<file path="src/rtl/priority_demux_if.sv">
// Tagged input stream and per-channel output bundle
// for the priority demultiplexer.
interface priority_demux_if #(
  parameter int N_PRIORITY_WIDTH = 2,
  parameter int N_SIGNAL_WIDTH   = 8,
  parameter int N_SIGNALS        = 4,
  parameter int N_FIFO_DEPTH     = 4
);
  localparam int CW = $clog2(N_FIFO_DEPTH) + 1;

  logic                          in_valid;
  logic                          in_ready;
  logic [N_SIGNAL_WIDTH-1:0]     in_data;
  logic [N_PRIORITY_WIDTH-1:0]   in_priority;
  logic [N_SIGNALS-1:0]          out_valid;
  logic [N_SIGNALS-1:0]          out_ready;
  logic [N_SIGNALS*N_SIGNAL_WIDTH-1:0] out_data;
  logic [N_SIGNALS*CW-1:0]       out_count;
  logic                          err_invalid;
  logic [7:0]                    drop_count;

  modport master (
    output in_valid,
    output in_data,
    output in_priority,
    output out_ready,
    input  in_ready,
    input  out_valid,
    input  out_data,
    input  out_count,
    input  err_invalid,
    input  drop_count
  );

  modport slave (
    input  in_valid,
    input  in_data,
    input  in_priority,
    input  out_ready,
    output in_ready,
    output out_valid,
    output out_data,
    output out_count,
    output err_invalid,
    output drop_count
  );
endinterface

</file>
<file path="src/rtl/priority_demux.sv">
// Routes a tagged stream into per-channel FIFOs that
// drain independently; out-of-range tags are dropped.
module priority_demux #(
  parameter int N_PRIORITY_WIDTH = 2,
  parameter int N_SIGNAL_WIDTH   = 8,
  parameter int N_SIGNALS        = 4,
  parameter int N_FIFO_DEPTH     = 4
) (
  input  logic clk,
  input  logic rst,
  priority_demux_if.slave bus
);
  localparam int AW = $clog2(N_FIFO_DEPTH);
  localparam int CW = AW + 1;
  localparam int W  = N_SIGNAL_WIDTH;
  localparam logic [CW-1:0] FULL = CW'(N_FIFO_DEPTH);

  logic [W-1:0]  mem_q  [N_SIGNALS][N_FIFO_DEPTH];
  logic [AW-1:0] wptr_q [N_SIGNALS];
  logic [AW-1:0] wptr_d [N_SIGNALS];
  logic [AW-1:0] rptr_q [N_SIGNALS];
  logic [AW-1:0] rptr_d [N_SIGNALS];
  logic [CW-1:0] cnt_q  [N_SIGNALS];
  logic [CW-1:0] cnt_d  [N_SIGNALS];
  logic          err_q;
  logic          err_d;
  logic [7:0]    drop_q;
  logic [7:0]    drop_d;

  logic                 tag_ok;
  logic                 sel_full;
  logic                 ready;
  logic                 accept;
  logic [N_SIGNALS-1:0] push;
  logic [N_SIGNALS-1:0] pop;

  // Fullness comes from the pre-pop count: no same-cycle bypass.
  always_comb begin
    tag_ok   = int'(bus.in_priority) < N_SIGNALS;
    sel_full = 1'b0;
    for (int i = 0; i < N_SIGNALS; i++) begin
      if (int'(bus.in_priority) == i) begin
        sel_full = (cnt_q[i] == FULL);
      end
    end
    ready  = !rst && (!tag_ok || !sel_full);
    accept = bus.in_valid && ready;
    push   = '0;
    pop    = '0;
    for (int i = 0; i < N_SIGNALS; i++) begin
      push[i] = accept && (int'(bus.in_priority) == i);
      pop[i]  = (cnt_q[i] != '0) && bus.out_ready[i];
    end
  end

  assign bus.in_ready = ready;

  always_comb begin
    for (int i = 0; i < N_SIGNALS; i++) begin
      wptr_d[i] = wptr_q[i] + AW'(push[i]);
      rptr_d[i] = rptr_q[i] + AW'(pop[i]);
      cnt_d[i]  = cnt_q[i];
      unique case ({push[i], pop[i]})
        2'b10:   cnt_d[i] = cnt_q[i] + CW'(1);
        2'b01:   cnt_d[i] = cnt_q[i] - CW'(1);
        default: cnt_d[i] = cnt_q[i];
      endcase
    end
    err_d  = accept && !tag_ok;
    drop_d = drop_q;
    if (err_d && drop_q != 8'hFF) begin
      drop_d = drop_q + 8'd1;
    end
  end

  always_ff @(posedge clk) begin
    if (rst) begin
      for (int i = 0; i < N_SIGNALS; i++) begin
        wptr_q[i] <= '0;
        rptr_q[i] <= '0;
        cnt_q[i]  <= '0;
      end
      err_q  <= 1'b0;
      drop_q <= 8'd0;
    end else begin
      for (int i = 0; i < N_SIGNALS; i++) begin
        wptr_q[i] <= wptr_d[i];
        rptr_q[i] <= rptr_d[i];
        cnt_q[i]  <= cnt_d[i];
      end
      err_q  <= err_d;
      drop_q <= drop_d;
    end
  end

  always_ff @(posedge clk) begin
    for (int i = 0; i < N_SIGNALS; i++) begin
      if (push[i]) begin
        mem_q[i][wptr_q[i]] <= bus.in_data;
      end
    end
  end

  always_comb begin
    bus.out_valid = '0;
    bus.out_data  = '0;
    bus.out_count = '0;
    for (int i = 0; i < N_SIGNALS; i++) begin
      bus.out_valid[i]          = (cnt_q[i] != '0);
      bus.out_data[i*W +: W]    = mem_q[i][rptr_q[i]];
      bus.out_count[i*CW +: CW] = cnt_q[i];
    end
  end

  assign bus.err_invalid = err_q;
  assign bus.drop_count  = drop_q;
endmodule

</file>
<file path="src/flat_wrapper.sv">
// flat-port wrapper written by rule: the top's interface ports become plain ports
module priority_demux_flat 
#(
  parameter int N_PRIORITY_WIDTH = 2,
  parameter int N_SIGNAL_WIDTH   = 8,
  parameter int N_SIGNALS        = 4,
  parameter int N_FIFO_DEPTH     = 4
)
  (clk, rst, bus_in_valid, bus_in_data, bus_in_priority, bus_out_ready, bus_in_ready, bus_out_valid, bus_out_data, bus_out_count, bus_err_invalid, bus_drop_count);
  priority_demux_if #(.N_PRIORITY_WIDTH(N_PRIORITY_WIDTH), .N_SIGNAL_WIDTH(N_SIGNAL_WIDTH), .N_SIGNALS(N_SIGNALS), .N_FIFO_DEPTH(N_FIFO_DEPTH)) bus_i ();
  input  logic clk;
  input  logic rst;
  input wire logic [$bits(bus_i.in_valid)-1:0] bus_in_valid;
  input wire logic [$bits(bus_i.in_data)-1:0] bus_in_data;
  input wire logic [$bits(bus_i.in_priority)-1:0] bus_in_priority;
  input wire logic [$bits(bus_i.out_ready)-1:0] bus_out_ready;
  output wire logic [$bits(bus_i.in_ready)-1:0] bus_in_ready;
  output wire logic [$bits(bus_i.out_valid)-1:0] bus_out_valid;
  output wire logic [$bits(bus_i.out_data)-1:0] bus_out_data;
  output wire logic [$bits(bus_i.out_count)-1:0] bus_out_count;
  output wire logic [$bits(bus_i.err_invalid)-1:0] bus_err_invalid;
  output wire logic [$bits(bus_i.drop_count)-1:0] bus_drop_count;
  assign bus_i.in_valid = bus_in_valid;
  assign bus_i.in_data = bus_in_data;
  assign bus_i.in_priority = bus_in_priority;
  assign bus_i.out_ready = bus_out_ready;
  assign bus_in_ready = bus_i.in_ready;
  assign bus_out_valid = bus_i.out_valid;
  assign bus_out_data = bus_i.out_data;
  assign bus_out_count = bus_i.out_count;
  assign bus_err_invalid = bus_i.err_invalid;
  assign bus_drop_count = bus_i.drop_count;
  priority_demux #(.N_PRIORITY_WIDTH(N_PRIORITY_WIDTH), .N_SIGNAL_WIDTH(N_SIGNAL_WIDTH), .N_SIGNALS(N_SIGNALS), .N_FIFO_DEPTH(N_FIFO_DEPTH)) u_core (.clk(clk), .rst(rst), .bus(bus_i));
endmodule
</file>
<file path="config.mk">
export PLATFORM = sky130hd
export DESIGN_NAME = priority_demux_flat
export DESIGN_NICKNAME = d
export VERILOG_FILES = /design/src/rtl/priority_demux_if.sv /design/src/rtl/priority_demux.sv /design/src/flat_wrapper.sv
export SDC_FILE = /design/constraint.sdc
export NUM_CORES = 1
export LEC_CHECK = 0
export BUFFER_PORTS_ARGS = -buffer_cell sky130_fd_sc_hd__buf_2
export CORE_MARGIN = 3
export CORE_UTILIZATION = 57
export CTS_CLUSTER_SIZE = 25
export DETAILED_ROUTE_END_ITERATION = 12
export GPL_ROUTABILITY_DRIVEN = 0
export PLACE_DENSITY_LB_ADDON = 0.3
export SYNTH_ARGS = -nofsm -noshare
export SYNTH_HDL_FRONTEND = slang
export SYNTH_SLANG_ARGS = --single-unit
</file>
<file path="constraint.sdc">
create_clock -name clk -period 2.38 [get_ports clk]
set_input_delay 0.238 -clock clk [delete_from_list [all_inputs] [get_ports clk]]
set_output_delay 0.238 -clock clk [all_outputs]
set_load 0.02 [all_outputs]
</file>
Word-level counts from Yosys, hierarchy flattened
Memory sizes are Yosys's and may differ from the RTL's.
Cells that the tools add are included.
- bitwise logic cells: 20
- mux-type cells: 60
- add/subtract/negate cells: 16
- reduce and logical (&&, ||, !) cells: 24
- equal/unequal tests: 15
- order comparisons: 12
- operators by type and width (cell ; number):
    $mux W32 ; 10
    $mux W8 ; 12
    $reduce_or A32 Y1 ; 3
    $bmux W8 S2 ; 4
    $demux W8 S2 ; 4
    $ge A3 B3 Y1 const B ; 8
    $not A2 Y3 ; 8
    $pmux W3 S2 ; 4
    $mux W2 ; 11
    $add A2 B1 Y2 ; 8
    $logic_and A1 B1 Y1 ; 14
    $add A3 B1 Y3 const B ; 4
    $eq A2 B2 Y1 const B ; 6
    $eq A3 B3 Y1 const B ; 4
    $lt A3 B1 Y1 const B ; 4
    $mux W3 ; 4
    $or A1 B1 Y1 ; 12
    $reduce_bool A3 Y1 ; 4
    $sub A3 B1 Y3 const B ; 4
    $mux W1 ; 11
    $eq A2 B1 Y1 const B ; 5
    $logic_not A1 Y1 ; 2
    $logic_not A2 Y1 ; 1
- memories kept: 4
- word-level logic and storage cells: 151
- memory bits (writable): 156
- register bits after elaboration: 0
- output and inout bits: 58
- input bits: 17
- memories (memory ; words ; width ; read ports ; clocked after memory_dff ; write ports ; line ; source):
    u_core.mem_q ; 4 ; 32 ; 4 ; 0 ; 1 ; priority_demux.sv:18 ; logic [W-1:0] mem_q [N_SIGNALS][N_FIFO_DEPTH];
    u_core.cnt_q ; 4 ; 3 ; 4 ; 0 ; 4 ; priority_demux.sv:23 ; logic [CW-1:0] cnt_q [N_SIGNALS];
    u_core.rptr_q ; 4 ; 2 ; 4 ; 0 ; 4 ; priority_demux.sv:21 ; logic [AW-1:0] rptr_q [N_SIGNALS];
    u_core.wptr_q ; 4 ; 2 ; 4 ; 0 ; 4 ; priority_demux.sv:19 ; logic [AW-1:0] wptr_q [N_SIGNALS];

Logic depth before layout (Yosys ltp)
An unclocked memory read counts as a cell.
- word-level depth: 16
- mapped depth: 8
- mapped depth without buffers: 8

Least setup slack after synthesis
No wires, ideal clock.
- path kind: flip-flop to flip-flop
- from: memory u_core.cnt_q[0][11] (netlist bit)
- to: memory u_core.cnt_q[0][11] (netlist bit)
- arrival: 2193 ps
- buffers on the path: 0
- period minus slack after synthesis: 2263 ps
- required time: 2309 ps
- path slack: 117 ps
- library setup time: 71 ps
- cell stages (with the launch flop): 9
- path through: dfxtp_1 > or3b_1 > nand4_1 > ha_1 > inv_1 > fa_1 > xor2_1 > or3_1 > a21oi_1
- RTL lines (what ; line):
    start: declaration ; priority_demux.sv:23

==> results.yml <==
status:
  status: "finished clean"
cts:
  cts_buffers: 17
  postCtsSetupBuffers: 0
  h-tree-depth: 4
  clock_insertion_delay_worst_skew_ns: 0.53
  cts_root_buf: "clkbuf_8"
  cts_buffer_depth: 2
  hold_buffer_count_at_cts: 0
  cts_num_sinks: 156
  cts_tree: "built"
  cts.repair.resized: 0
  clk_transition_reported_paths_ns: 0.06
synthesis:
  netlist-cell-type-count: 31
  synth_top_cell_by_area: "edfxtp_1"
  synth-seq-area-share_pct: 71.26
  asyncSetResetFlopFracSynth_pct: 0
  synth-seq-cells: 156
  syn_avg_cell_area_sq_um: 18.07
  synth.area.top_cells: "edfxtp_1, mux4_2, dfxtp_1"
  synth_top_flop_cell: "edfxtp_1"
  number_of_synthesized_flops_with_an_enable_pin: 128
  postSynthCellCount: 342
  share_of_yosys_cell_area_claimed_by_the_top_area_cell_type_pct: 62.19
  yosys_warnings: 0
  netlist_area_sq_um: 6181
sta:
  report.final.setup_viol: 0
  finalHoldViolCount: 0
  clock-skew-final_ns: 0.005337
  fmax_ghz: 0.4443
  tightest_slew_ns: 0.6263
  worst_slew_margin_rel_pct: 58.19
  final_min_period_over_clock_period_pct: 94.56
  fin_setup_tns_ns: 0
  timing_max_transition_violations_final: 0
  fin_crit_ns: 2.251
  rsz0062_at_grt: "no"
floorplan:
  chipHeight_microns: 110.1
  rows: 37
  die_width_microns: 110.1
  fp.dieArea_sq_um: 12130
  floorplan.initialDensity_pct: 59.34
  design.portCount: 75
  coreArea_sq_um: 10420
critical_path:
  r2r_end: "u_core.cnt_q[0][11]"
  worst-r2r-cell-count: 8
  setup_crit_end: "bus_out_data[5]"
  startpoint: "u_core.rptr_q[0][0]"
  r2r_slack_ns: 0.15
  timing.critical_path.fanout_max: 9
  cp_data_arrival_time_ns: 2.01
  critPathKind: "reg -> out"
  worst_r2r_startpoint: "u_core.cnt_q[0][9]"
  element_type_at_the_critical_path_start: "register"
  cp_data_required_time_ns: 2.14
  cp-end-kind: "primary output"
power:
  finalPower_w: 0.006344
  cellPowerDensity_nw_per_um2: 867.1
  power.static_leakage_nw: 2.595
  power.ir.vdd_worst_mv: 0.4606
cells_and_area:
  syn_to_final_growth_pct: 18.36
  final_layout_net_count: 461
  antenna_cells: 0
  num-fill-cells: 664
  share_of_layout_cells_above_drive_strength_1_pct: 34.92
drt:
  firstDrtPassIters: 4
  vias: 3217
  detail_route.wirelength_microns: 11260
  dr.first_iter.drc_count: 217
  viasPerCell: 5.575
  antenna_left: 0
  drc_errors: 0
  routedWlPerCell_microns: 19.51
global_routing:
  total_gr_overflow: 0
  via_count_of_the_first_global_routing_pass: 3236
  pin_count_of_the_biggest_net_entering_global_routing: 31
  grt.met1_usage_pct: 26.17
  global_route.usage.met3_pct: 6.115
  antenna_found_initial: 0
  busiest_layer: "met2"
  globalRouteTotalUtil_pct: 20.49
  globalRouteMet2Util_pct: 33.75
  wire_length_of_the_first_global_routing_pass_microns: 17400
placed_design:
  numPortBuffers: 65
  hpwl_detailed_microns: 7067
hold_path:
  timing.hold.worst.class: "in -> reg"
run:
  max_cap_violations: 0
-- cells in the final DEF (no fill, tap or decap), types with 2 or more instances in the layout --
master / count
a2111o_1: 3
a211o_1: 3
a21oi_1: 8
and2_1: 4
and3_1: 4
buf_2: 65
buf_4: 14
bufinv_16: 4
clkbuf_16: 16
clkinv_2: 2
clkinv_4: 3
clkinvlp_4: 4
conb_1: 9
dfxtp_1: 26
dfxtp_2: 2
edfxtp_1: 128
fa_1: 4
ha_1: 11
inv_1: 13
inv_2: 5
mux4_2: 32
nor2_1: 23
nor2b_1: 9
nor3_1: 4
nor3b_1: 5
nor3b_2: 3
o21ai_0: 4
or3_1: 8
xnor2_1: 8
xor2_1: 8
-- final cells by class --
cell class	count	area [sq um]	share of cell area, %
flip-flops and latches	156	4407	60.24
repair buffers	79	430.4	5.883
clock inverters	14	195.2	2.668
multi-input cells	156	1628	22.25
well taps	136	170.2	2.326
clock buffers	18	417.9	5.712
inverters	18	67.56	0.9236
-- per-stage QoR --
| stage | hold slack (ns) | cells | worst slack [ns] | instance area (sq um) | utilization [%] |
|---|---|---|---|---|---|
| 3_5_place_dp | 0.5164 | 545 | 0.1714 | 6698 | 64.30 |
| 3_3_place_gp | 0.4844 | 545 | 0.2860 | 6698 | 64.30 |
| 4_1_cts | 0.08489 | 577 | 0.04462 | 7311 | 70.19 |
| 6_report | 0.1033 | 577 | 0.1294 | 7316 | 70.23 |
| 5_1_grt | 0.09207 | 577 | 0.002540 | 7316 | 70.23 |
| 2_1_floorplan | 0.3369 | 350 | 0.1165 | 6211 | - |
-- logic make-up (layout without fill, tap and decap cells) --
group           Yosys count  after routing  share of synthesized area (%)
xor+xnor                 16             16                          2.267
buf+inv                  38            129                          2.935
flops                   156            156                          71.26
simple gates             64             64                          6.012
fa+ha+maj                16             16                          3.725
mux                      32             32                          11.66
compound gates           19             19                          2.085
other cells               1              9                        0.06067
-- layer usage --
| layer | wire length (microns) | vias to the layer above |
|---|---|---|
| met4 | 151 | 0 |
| met2 | 5760 | 86 |
| met3 | 538 | 12 |
| met1 | 4808 | 1644 |
| li1 | - | 1475 |
| met5 | 0 | - |
-- how the worst min path moves through the flow --
stage                                   start                   to  slack [ns]  depth (start not counted)
final                          bus_in_data[7]  u_core.mem_q[2][31]        0.10                          1
after global routing           bus_in_data[7]  u_core.mem_q[2][31]        0.09                          1
after CTS                      bus_in_data[7]  u_core.mem_q[2][31]        0.08                          1
after detailed placement  u_core.cnt_q[0][11]  u_core.cnt_q[0][11]        0.52                          2
after global placement    u_core.cnt_q[0][11]  u_core.cnt_q[0][11]        0.48                          2
after floorplan                bus_in_data[0]   u_core.mem_q[0][0]        0.34                          0
-- critical path, stage by stage, from the launching register on --
cell and delay (ns):
dfxtp_1 0.72, mux4_2 0.59, buf_2 0.17
-- report_power, final --
part | switching (W) | internal [W]
Clock | 0.00104 | 0.00170
Combinational | 0.000307 | 0.000227
Sequential | 0.0000759 | 0.00299
-- sequential cells by signal (all words and copies together), names as in the netlist --
register	flops
u_core.rptr_q	8
u_core.wptr_q	8
u_core.cnt_q	12
u_core.mem_q	128
-- Yosys cell counts, types with 5 or more instances --
cell type and count:
ha_1 12, nor2_1 23, dfxtp_1 28, mux4_2 32, inv_1 13, xor2_1 8, xnor2_1 8, edfxtp_1 128
clkbuf_1 6, or3_1 8, buf_4 9, nor3b_1 5, inv_2 5, a21oi_1 8, nor2b_1 9
No activity file was read; power rests on OpenSTA's default activity.
